## config.mk

```make
export PLATFORM = sky130hd
export DESIGN_NAME = clock_step_controller_flat
export DESIGN_NICKNAME = d
export VERILOG_FILES = /design/src/rtl/clock_step_controller_pkg.sv /design/src/rtl/clock_step_controller_if.sv /design/src/rtl/clock_step_controller_button_debouncer.sv /design/src/rtl/clock_step_controller.sv /design/src/flat_wrapper.sv
export SDC_FILE = /design/constraint.sdc
export NUM_CORES = 1
export LEC_CHECK = 0
export ABC_CLOCK_PERIOD_IN_PS = 3890
export CORE_MARGIN = 3
export CORE_UTILIZATION = 35
export DETAILED_ROUTE_END_ITERATION = 12
export PLACE_DENSITY = 0.52
export SLEW_MARGIN = 0
export SYNTH_ARGS = -nofsm -noshare
export SYNTH_HDL_FRONTEND = slang
export SYNTH_SLANG_ARGS = --single-unit
```

## constraint.sdc

```tcl
create_clock -name clock -period 3.89 [get_ports clock]
set_input_delay 0.5835 -clock clock [delete_from_list [all_inputs] [get_ports clock]]
set_output_delay 0.5835 -clock clock [all_outputs]
set_load 0.005 [all_outputs]
```

## src/rtl/clock_step_controller_pkg.sv

```systemverilog
// ----------------------------------------------------------------------------
// clock_step_controller_pkg
// Definitions shared by the clock step controller:
//   state_e                 - controller state encoding (STOP=0, RUN=1, HALT=2)
//   DEBOUNCE_CYCLES_DEFAULT - stable cycles before the step level may change
//                             (20 ms at a 50 MHz clock)
// ----------------------------------------------------------------------------
package clock_step_controller_pkg;

    typedef enum logic [1:0] {
        ST_STOP = 2'd0,
        ST_RUN  = 2'd1,
        ST_HALT = 2'd2
    } state_e;

    localparam int DEBOUNCE_CYCLES_DEFAULT = 1000000;

endpackage

```

## src/rtl/clock_step_controller_if.sv

```systemverilog
// ----------------------------------------------------------------------------
// clock_step_controller_if
// Groups the controller's control inputs and CPU-facing outputs.
//   slow_clk    - divided square wave, asynchronous to the system clock
//   step_btn    - raw step push-button, active-high, bouncing
//   mode_run    - run/step switch, 1 = free run
//   halt        - CPU halt request, synchronous level
//   cpu_en      - one-cycle CPU advance strobe
//   state_o     - current controller state
//   pulse_count - number of cpu_en strobes issued (wraps)
// Modports: master drives the inputs and observes the outputs,
//           slave is the controller side.
// ----------------------------------------------------------------------------
interface clock_step_controller_if #(
    parameter int CNT_W = 16
);
    logic             slow_clk;
    logic             step_btn;
    logic             mode_run;
    logic             halt;
    logic             cpu_en;
    logic [1:0]       state_o;
    logic [CNT_W-1:0] pulse_count;

    modport master (
        output slow_clk, step_btn, mode_run, halt,
        input  cpu_en, state_o, pulse_count
    );

    modport slave (
        input  slow_clk, step_btn, mode_run, halt,
        output cpu_en, state_o, pulse_count
    );
endinterface

```

## src/rtl/clock_step_controller_button_debouncer.sv

```systemverilog
// ----------------------------------------------------------------------------
// button_debouncer
// Synchronizes a bouncing push-button and produces a clean level that only
// follows the button after it has disagreed with the current level for
// DEBOUNCE_CYCLES consecutive clocks.
//   clock     - system clock
//   reset     - asynchronous, active-low
//   btn_async - raw button input
//   level     - debounced button level
// ----------------------------------------------------------------------------
module button_debouncer
    import clock_step_controller_pkg::*;
#(
    parameter int DEBOUNCE_CYCLES = DEBOUNCE_CYCLES_DEFAULT
) (
    input  logic clock,
    input  logic reset,
    input  logic btn_async,
    output logic level
);

    // Counter only needs to reach DEBOUNCE_CYCLES-1 before the level flips.
    localparam int CW = (DEBOUNCE_CYCLES > 1) ? $clog2(DEBOUNCE_CYCLES) : 1;
    localparam logic [CW-1:0] CNT_LAST = CW'(DEBOUNCE_CYCLES - 1);

    logic          sync1_q, sync1_d;
    logic          sync2_q, sync2_d;
    logic          level_q, level_d;
    logic [CW-1:0] cnt_q,   cnt_d;

    // Any cycle where the synchronized button agrees with the level restarts
    // the count, so a single bounce forces a full fresh stable window.
    always_comb begin
        sync1_d = btn_async;
        sync2_d = sync1_q;
        level_d = level_q;
        cnt_d   = '0;
        if (sync2_q != level_q) begin
            if (cnt_q == CNT_LAST) begin
                level_d = sync2_q;
            end else begin
                cnt_d = cnt_q + CW'(1);
            end
        end
    end

    always_ff @(posedge clock or negedge reset) begin
        if (!reset) begin
            sync1_q <= 1'b0;
            sync2_q <= 1'b0;
            level_q <= 1'b0;
            cnt_q   <= '0;
        end else begin
            sync1_q <= sync1_d;
            sync2_q <= sync2_d;
            level_q <= level_d;
            cnt_q   <= cnt_d;
        end
    end

    assign level = level_q;

endmodule

```

## src/rtl/clock_step_controller.sv

```systemverilog
// ----------------------------------------------------------------------------
// clock_step_controller
// Decides when the CPU advances: on every slow_clk rise in RUN, on every
// debounced step press in STOP, never in HALT. Counts issued strobes.
//   clock - system clock, all logic on its rising edge
//   reset - asynchronous, active-low
//   bus   - clock_step_controller_if.slave (slow_clk, step_btn, mode_run,
//           halt in; cpu_en, state_o, pulse_count out)
// Parameters: DEBOUNCE_CYCLES (step button stable window), CNT_W (counter).
// ----------------------------------------------------------------------------
module clock_step_controller
    import clock_step_controller_pkg::*;
#(
    parameter int DEBOUNCE_CYCLES = DEBOUNCE_CYCLES_DEFAULT,
    parameter int CNT_W           = 16
) (
    input  logic                     clock,
    input  logic                     reset,
    clock_step_controller_if.slave   bus
);

    logic             slow_sync1_q, slow_sync1_d;
    logic             slow_sync2_q, slow_sync2_d;
    logic             slow_prev_q,  slow_prev_d;
    logic             mode_sync1_q, mode_sync1_d;
    logic             mode_sync2_q, mode_sync2_d;
    logic             btn_prev_q,   btn_prev_d;
    state_e           state_q,      state_d;
    logic             cpu_en_q,     cpu_en_d;
    logic [CNT_W-1:0] count_q,      count_d;

    logic             btn_level;
    logic             tick;
    logic             press;

    button_debouncer #(
        .DEBOUNCE_CYCLES (DEBOUNCE_CYCLES)
    ) u_debouncer (
        .clock     (clock),
        .reset     (reset),
        .btn_async (bus.step_btn),
        .level     (btn_level)
    );

    // Synchronizers plus rising-edge detection. tick and press are single
    // cycle events taken from already-synchronized values.
    always_comb begin
        slow_sync1_d = bus.slow_clk;
        slow_sync2_d = slow_sync1_q;
        slow_prev_d  = slow_sync2_q;
        mode_sync1_d = bus.mode_run;
        mode_sync2_d = mode_sync1_q;
        btn_prev_d   = btn_level;
        tick         = slow_sync2_q & ~slow_prev_q;
        press        = btn_level & ~btn_prev_q;
    end

    // Next state: halt overrides everything; HALT is left only by a press.
    always_comb begin
        state_d = state_q;
        if (bus.halt) begin
            state_d = ST_HALT;
        end else begin
            case (state_q)
                ST_STOP: if (mode_sync2_q)  state_d = ST_RUN;
                ST_RUN:  if (!mode_sync2_q) state_d = ST_STOP;
                ST_HALT: if (press)         state_d = ST_STOP;
                default:                    state_d = ST_STOP;
            endcase
        end
    end

    // The strobe is decided by the state current at the tick/press, so a
    // simultaneous mode change still gets the old state's behaviour. The
    // counter advances on the same edge the strobe is registered.
    always_comb begin
        cpu_en_d = 1'b0;
        if (!bus.halt) begin
            case (state_q)
                ST_RUN:  cpu_en_d = tick;
                ST_STOP: cpu_en_d = press;
                default: cpu_en_d = 1'b0;
            endcase
        end
        count_d = count_q;
        if (cpu_en_d) begin
            count_d = count_q + CNT_W'(1);
        end
    end

    always_ff @(posedge clock or negedge reset) begin
        if (!reset) begin
            slow_sync1_q <= 1'b0;
            slow_sync2_q <= 1'b0;
            slow_prev_q  <= 1'b0;
            mode_sync1_q <= 1'b0;
            mode_sync2_q <= 1'b0;
            btn_prev_q   <= 1'b0;
            state_q      <= ST_STOP;
            cpu_en_q     <= 1'b0;
            count_q      <= '0;
        end else begin
            slow_sync1_q <= slow_sync1_d;
            slow_sync2_q <= slow_sync2_d;
            slow_prev_q  <= slow_prev_d;
            mode_sync1_q <= mode_sync1_d;
            mode_sync2_q <= mode_sync2_d;
            btn_prev_q   <= btn_prev_d;
            state_q      <= state_d;
            cpu_en_q     <= cpu_en_d;
            count_q      <= count_d;
        end
    end

    assign bus.cpu_en      = cpu_en_q;
    assign bus.state_o     = state_q;
    assign bus.pulse_count = count_q;

endmodule

```

## src/flat_wrapper.sv

```systemverilog
// flat-port wrapper written by rule: the top's interface ports become plain ports
module clock_step_controller_flat import clock_step_controller_pkg::*;
#(
    parameter int DEBOUNCE_CYCLES = DEBOUNCE_CYCLES_DEFAULT,
    parameter int CNT_W           = 16
)
  (clock, reset, bus_slow_clk, bus_step_btn, bus_mode_run, bus_halt, bus_cpu_en, bus_state_o, bus_pulse_count);
  clock_step_controller_if #(.CNT_W(CNT_W)) bus_i ();
  input  logic clock;
  input  logic reset;
  input wire logic [$bits(bus_i.slow_clk)-1:0] bus_slow_clk;
  input wire logic [$bits(bus_i.step_btn)-1:0] bus_step_btn;
  input wire logic [$bits(bus_i.mode_run)-1:0] bus_mode_run;
  input wire logic [$bits(bus_i.halt)-1:0] bus_halt;
  output wire logic [$bits(bus_i.cpu_en)-1:0] bus_cpu_en;
  output wire logic [$bits(bus_i.state_o)-1:0] bus_state_o;
  output wire logic [$bits(bus_i.pulse_count)-1:0] bus_pulse_count;
  assign bus_i.slow_clk = bus_slow_clk;
  assign bus_i.step_btn = bus_step_btn;
  assign bus_i.mode_run = bus_mode_run;
  assign bus_i.halt = bus_halt;
  assign bus_cpu_en = bus_i.cpu_en;
  assign bus_state_o = bus_i.state_o;
  assign bus_pulse_count = bus_i.pulse_count;
  clock_step_controller #(.DEBOUNCE_CYCLES(DEBOUNCE_CYCLES), .CNT_W(CNT_W)) u_core (.clock(clock), .reset(reset), .bus(bus_i));
endmodule
```

## Word-level counts from Yosys, hierarchy flattened

Index checks and enable logic that the tools add are counted.

- Add/sub/neg operators: 2
- Equal/unequal tests: 7
- Muxes and demuxes: 9
- Bitwise gates (word level): 4
- Reductions and logical operators: 3

Operators by type and width:

| cell | count |
|---|---|
| $mux W20 | 2 |
| $add A20 B1 Y20 const B | 1 |
| $eq A20 B20 Y1 const B | 1 |
| $add A16 B1 Y16 const B | 1 |
| $mux W2 | 4 |
| $ne A3 B2 Y1 const B | 2 |
| $pmux W2 S3 | 1 |
| $ne A3 B3 Y1 const B | 1 |
| $reduce_and A3 Y1 | 1 |
| $and A1 B1 Y1 | 2 |
| $eq A2 B1 Y1 const B | 1 |
| $eq A2 B2 Y1 const B | 1 |
| $logic_not A2 Y1 | 1 |
| $not A1 Y1 | 2 |
| $pmux W1 S2 | 1 |
| $reduce_and A2 Y1 | 1 |
| $mux W1 | 1 |
| $ne A1 B1 Y1 | 1 |

- Register bits after elaboration: 48
- Input port bits: 6
- Output and inout port bits: 19
- Logic and storage cells: 38

## Longest topological paths before layout

- Word-level depth: 5
- Depth in mapped cells: 6
- Mapped depth without buffers: 5

## Cells and area by module

A second synthesis with hierarchy kept.

- Cell total of the unflattened synthesis: 193
- Area, all modules: 2179.6 um^2

By module, submodules not included:

| module | instances | cells each | area an instance (um^2) | sequential area each (um^2) |
|---|---|---|---|---|
| button_debouncer | 1 | 110 | 1108.6 | 575.6 |
| clock_step_controller | 1 | 83 | 1071.0 | 625.6 |

## Least setup slack after synthesis

Ideal clock, no wire load.

- Kind: reg-to-reg
- Start point: register u_core.u_debouncer.cnt_q[0]
- End point: register u_core.u_debouncer.cnt_q[18]
- Setup time: 0.078 ns
- Arrival: 1.882 ns
- Slack: 1.931 ns
- Stages on the path, launching flop included: 7
- Cell sequence: dfrtp_1 > ha_1 > nand4_1 > or4_1 > clkbuf_2 > or4_1 > a21oi_1

- Cells in the longest elaborated chain, start to end: 3
- Elaborated cells on any way between the ends: 4
- Classes of those cells: 1 x add/sub; 1 x eq/ne; 2 x mux

Ends and longest elaborated chain:

| what | line | RTL |
|---|---|---|
| start: declaration | clock_step_controller_button_debouncer.sv:29 | `logic [CW-1:0] cnt_q, cnt_d;` |
| start signal: assignment | clock_step_controller_button_debouncer.sv:57 | `cnt_q <= cnt_d;` |
| $add A20 B1 Y20 / $eq A20 B20 Y1 (equally long branches) | clock_step_controller_button_debouncer.sv:42, clock_step_controller_button_debouncer.sv:39 |  |
| $mux W20 (*) | clock_step_controller_button_debouncer.sv:39 | `if (cnt_q == CNT_LAST) begin` |
| $mux W20 (*) | clock_step_controller_button_debouncer.sv:38 | `if (sync2_q != level_q) begin` |
| named net u_core.u_debouncer.cnt_d[18] | clock_step_controller_button_debouncer.sv:29 |  |

The timed path passes the listed nets; every way through them passes the cells marked *.
A chain may end at the register's enable or synchronous reset.

## Final worst setup path

Ends and elaborated chain as after synthesis.

==> results list <==
* Status: finished clean
- Worst endpoint required time: 4.11 ns
* Switching share of power: 0.214
- Highest fanout seen on the critical path: 7
- DRC: 0
- Global-route wire length before repair: 6850 µm
* Relative contribution of the clock network to total power: 0.360
- Number of standard cells after synthesis: 182
* Antenna violations before repair: 0
* CTS resizes: 0
- Worst-case vdd ir drop: 0.182 mV
- The worst pin sits at a relative slew slack of 0.322.
- Switching power total: 0.000179 W
- TritonCTS built the clock tree.
* R2R depth: 5
* Worst-Margin Slew: 1.02 ns
- Sink Count: 48
* HPWL after detailed placement: 2660 µm
* Post-route clock skew: 0.00615 ns
- Power spread over the standard cell area amounts to 335 nW/µm².
* Setup crit start kind: register
- Area used by multi-input combinational logic: 862 µm²
* Routed vias/inst: 5.08
- Port Buf Inserts: 24
- Detailed routing inserted a total of 1,433 vias.
- The core region is around 5600 µm².
- Final Hold Slack: 0.353 ns
- Post-synthesis sequential area ratio: 0.572
* Number of buffers added to fix hold violations after cts: 0
* Worst stage delay on the critical path: 0.69 ns
- Initial DRC count: 58
- In this run the post-CTS setup repair buffer count came out at 0.
- EDFF count, synth: 0
- Die footprint: 6960 µm²
* Final weighted congestion in routability-driven placement: roughly 0.84
* Total length of routed wires: ~3900 µm
- Final min period: roughly 2.2 ns
- Of the total power, combinational logic draws 0.030.
- Clock input transition at the sequential cells of the worst setup and hold paths: roughly 0.08 ns
* Number of buffers and inverters on the critical path: 0
- Vert. Die Dim: 83.5 µm
- Ratio of cells with drive above 1 in the final layout: 0.0810
* Leakage dissipation: 0.969 nW
- Top flip-flop cell by instance count after synthesis: sky130_fd_sc_hd__dfrtp_1
- Area growth from synthesis to final layout: 19.0%
* Remaining global-route overflow: 0
* Area of all sequential standard cells: 1200 µm²
- Pin placement for this block handled 25 I/O pins.
* Power Internal: approximately 0.00066 W
- Critical path endpoint category: register
- Dividing the detail-routed wire length by the instance count gives 13.7 µm.
- The commonest cells after synthesis are 48 x sky130_fd_sc_hd__dfrtp_1, 22 x sky130_fd_sc_hd__xnor2_1, 14 x sky130_fd_sc_hd__nor2_1.
* Most area-consuming cells after synthesis: sky130_fd_sc_hd__dfrtp_1 57%, sky130_fd_sc_hd__xnor2_1 9.2%, sky130_fd_sc_hd__nand4_1 3.0%
* Source-to-sink clock delay at the later pin of the worst-skew pair: ~0.29 ns
- Max Slew Vio Count: 0
- Min-Delay Path Class: register to register
- Clock tree synthesis inserted a total of 5 buffers.
- Maximum buffer depth of the clock tree: 2
* Htree depth: 2
- For this run, the number of Yosys warnings is 0.
* Final setup violation count: 0
- The filler cells instantiated in the layout total 531.
- For this configuration, the core starts out at a cell density of 0.372.
* Most frequent cell after synthesis: sky130_fd_sc_hd__dfrtp_1
- In this run the cell area of the synthesized design comes to 2100 µm².
* Most used cell, CP: sky130_fd_sc_hd__or4_1
- In the global route stage, overall resource usage came out at 0.119.
* Layout net count: 217
- Distinct cell type count of the synthesized netlist: 36
- For this run, the detailed router's first-pass iteration total came to 4.
- Hold violation total from the final report: 0
- Number of diodes added for antenna fixing: 0
- Rows: 27
- The tool flagged a number of max-cap violations equal to 0.
* Total Negative Setup Slacks: 0 ns
* Clock root buffer master: sky130_fd_sc_hd__clkbuf_8
- The share of total power dissipated in sequential elements is 0.609.
* Number of cells traversed by the worst hold path: 0
- Vias in the first global route: 1,454
- Levels on crit path: 5
- Each instance of the synthesized netlist takes up on average 11.5 µm².
- The setup path with the least slack is of type register to register.
- Data arrives at the worst endpoint at 2.38 ns.
- The largest individual stage delay along the critical path comes from the cell sky130_fd_sc_hd__or4_1.
* Antenna-violating nets left: 0
- Net count after synthesis: 190
- Final clock period utilization by the worst path: 0.556
- Area leader, netlist: sky130_fd_sc_hd__dfrtp_1
* Worst-path cell chain: ha_1 -> nand4_1 -> or4_1 -> or4_1 -> a21oi_1
* Maximum number of pins on one net before global-route repair: 49
- The worst register-to-register path has a setup slack of 1.73 ns.
* Share of Yosys cell area claimed by the top area cell type: 0.572
- Kind of cell adding the most delay to the critical path: simple AND/OR/NAND/NOR gates
- For this run, asynchronously set or reset flops after synthesis account for 1.00.
* Count of state elements after synthesis: 48
* Die width: 83.5 µm
* Unrepaired setup endpoints after global routing: false
- Fmax: 463 MHz
## area by class of cell
class | instances | share of cell area
clock buffers | 7 | 0.0346
clock inverters | 1 | 0.00301
inverters | 4 | 0.00601
multi-input cells | 126 | 0.345
flip-flops and latches | 48 | 0.481
well taps | 72 | 0.0361
repair buffers | 24 | 0.0942
## sequential cells by signal, summed over array words and instances, names as in the netlist
signal and cells:
u_core.btn_prev_q 1, u_core.bus.cpu_en 1, u_core.bus.pulse_count 16, u_core.bus.state_o 2, u_core.mode_sync1_q 1, u_core.mode_sync2_q 1
u_core.slow_prev_d 1, u_core.slow_prev_q 1, u_core.slow_sync1_q 1, u_core.u_debouncer.cnt_q 20, u_core.u_debouncer.level 1, u_core.u_debouncer.sync1_q 1
u_core.u_debouncer.sync2_q 1
## stage by stage
step                       util  setup slack, ns  area [µm²]  power, W  cells
after floorplan               -             1.93        2100  0.000529    182
after global placement    0.426             1.71        2400  0.000546    274
after detailed placement  0.426             1.69        2400  0.000547    274
after CTS                 0.443             1.74        2500  0.000854    282
after global routing      0.443             1.58        2500  0.000884    282
final                     0.443             1.73        2500  0.000837    282
## layout by cell type, fill, tap and decap left out, drive strengths merged, types with 7 or more instances in the layout
cell type / netlist / routed
dfrtp: 48 / 48
clkdlybuf4s50: 0 / 23
xnor2: 22 / 22
nor2: 14 / 14
nand2: 12 / 12
nand3: 12 / 12
nand4: 10 / 10
a21oi: 7 / 7
clkbuf: 2 / 7
## kinds of logic after synthesis
group | Yosys count | synth area share
AND/OR/NAND/NOR | 77 | 0.205
flip-flops | 48 | 0.572
XOR/XNOR | 27 | 0.113
AO/OA/AOI/OAI | 18 | 0.0703
buffers and inverters | 8 | 0.0173
multiplexers | 2 | 0.0107
adder cells (fa/ha/maj) | 2 | 0.0119
## layer usage
layer,global-route usage,vias to the layer above,part of all wire
met5,0,-,0
met4,0.0409,0,0.0054
met3,0.0375,2,0.042
met2,0.199,22,0.50
met1,0.144,714,0.46
li1,-,695,-
## final timing paths
kind	end	from
max	u_core.u_debouncer.cnt_q[18]	u_core.u_debouncer.cnt_q[0]
min	u_core.mode_sync2_q	u_core.mode_sync1_q
max reg2reg	u_core.u_debouncer.cnt_q[18]	u_core.u_debouncer.cnt_q[0]
min reg2reg	u_core.mode_sync2_q	u_core.mode_sync1_q
max in group asynchronous	u_core.bus.pulse_count[9]	reset
min in group asynchronous	u_core.bus.pulse_count[2]	reset
## worst register-to-register path: cells and delay by family (launching register included)
family,cells,cell delay (ns)
compound gates,1,0.15
fa+ha+maj,1,0.25
flops,1,0.42
simple gates,3,1.28
## power groups by stage
stage / combinational [W] / clock (W) / sequential, W
6_report: 0.0000253 / 0.000302 / 0.000510
5_1_grt: 0.0000292 / 0.000343 / 0.000512
4_1_cts: 0.0000264 / 0.000317 / 0.000511
3_5_place_dp: 0.0000262 / 0 / 0.000520
3_3_place_gp: 0.0000258 / 0 / 0.000520
2_1_floorplan: 0.00000913 / 0 / 0.000519
No activity file was read; power rests on OpenSTA's default activity.
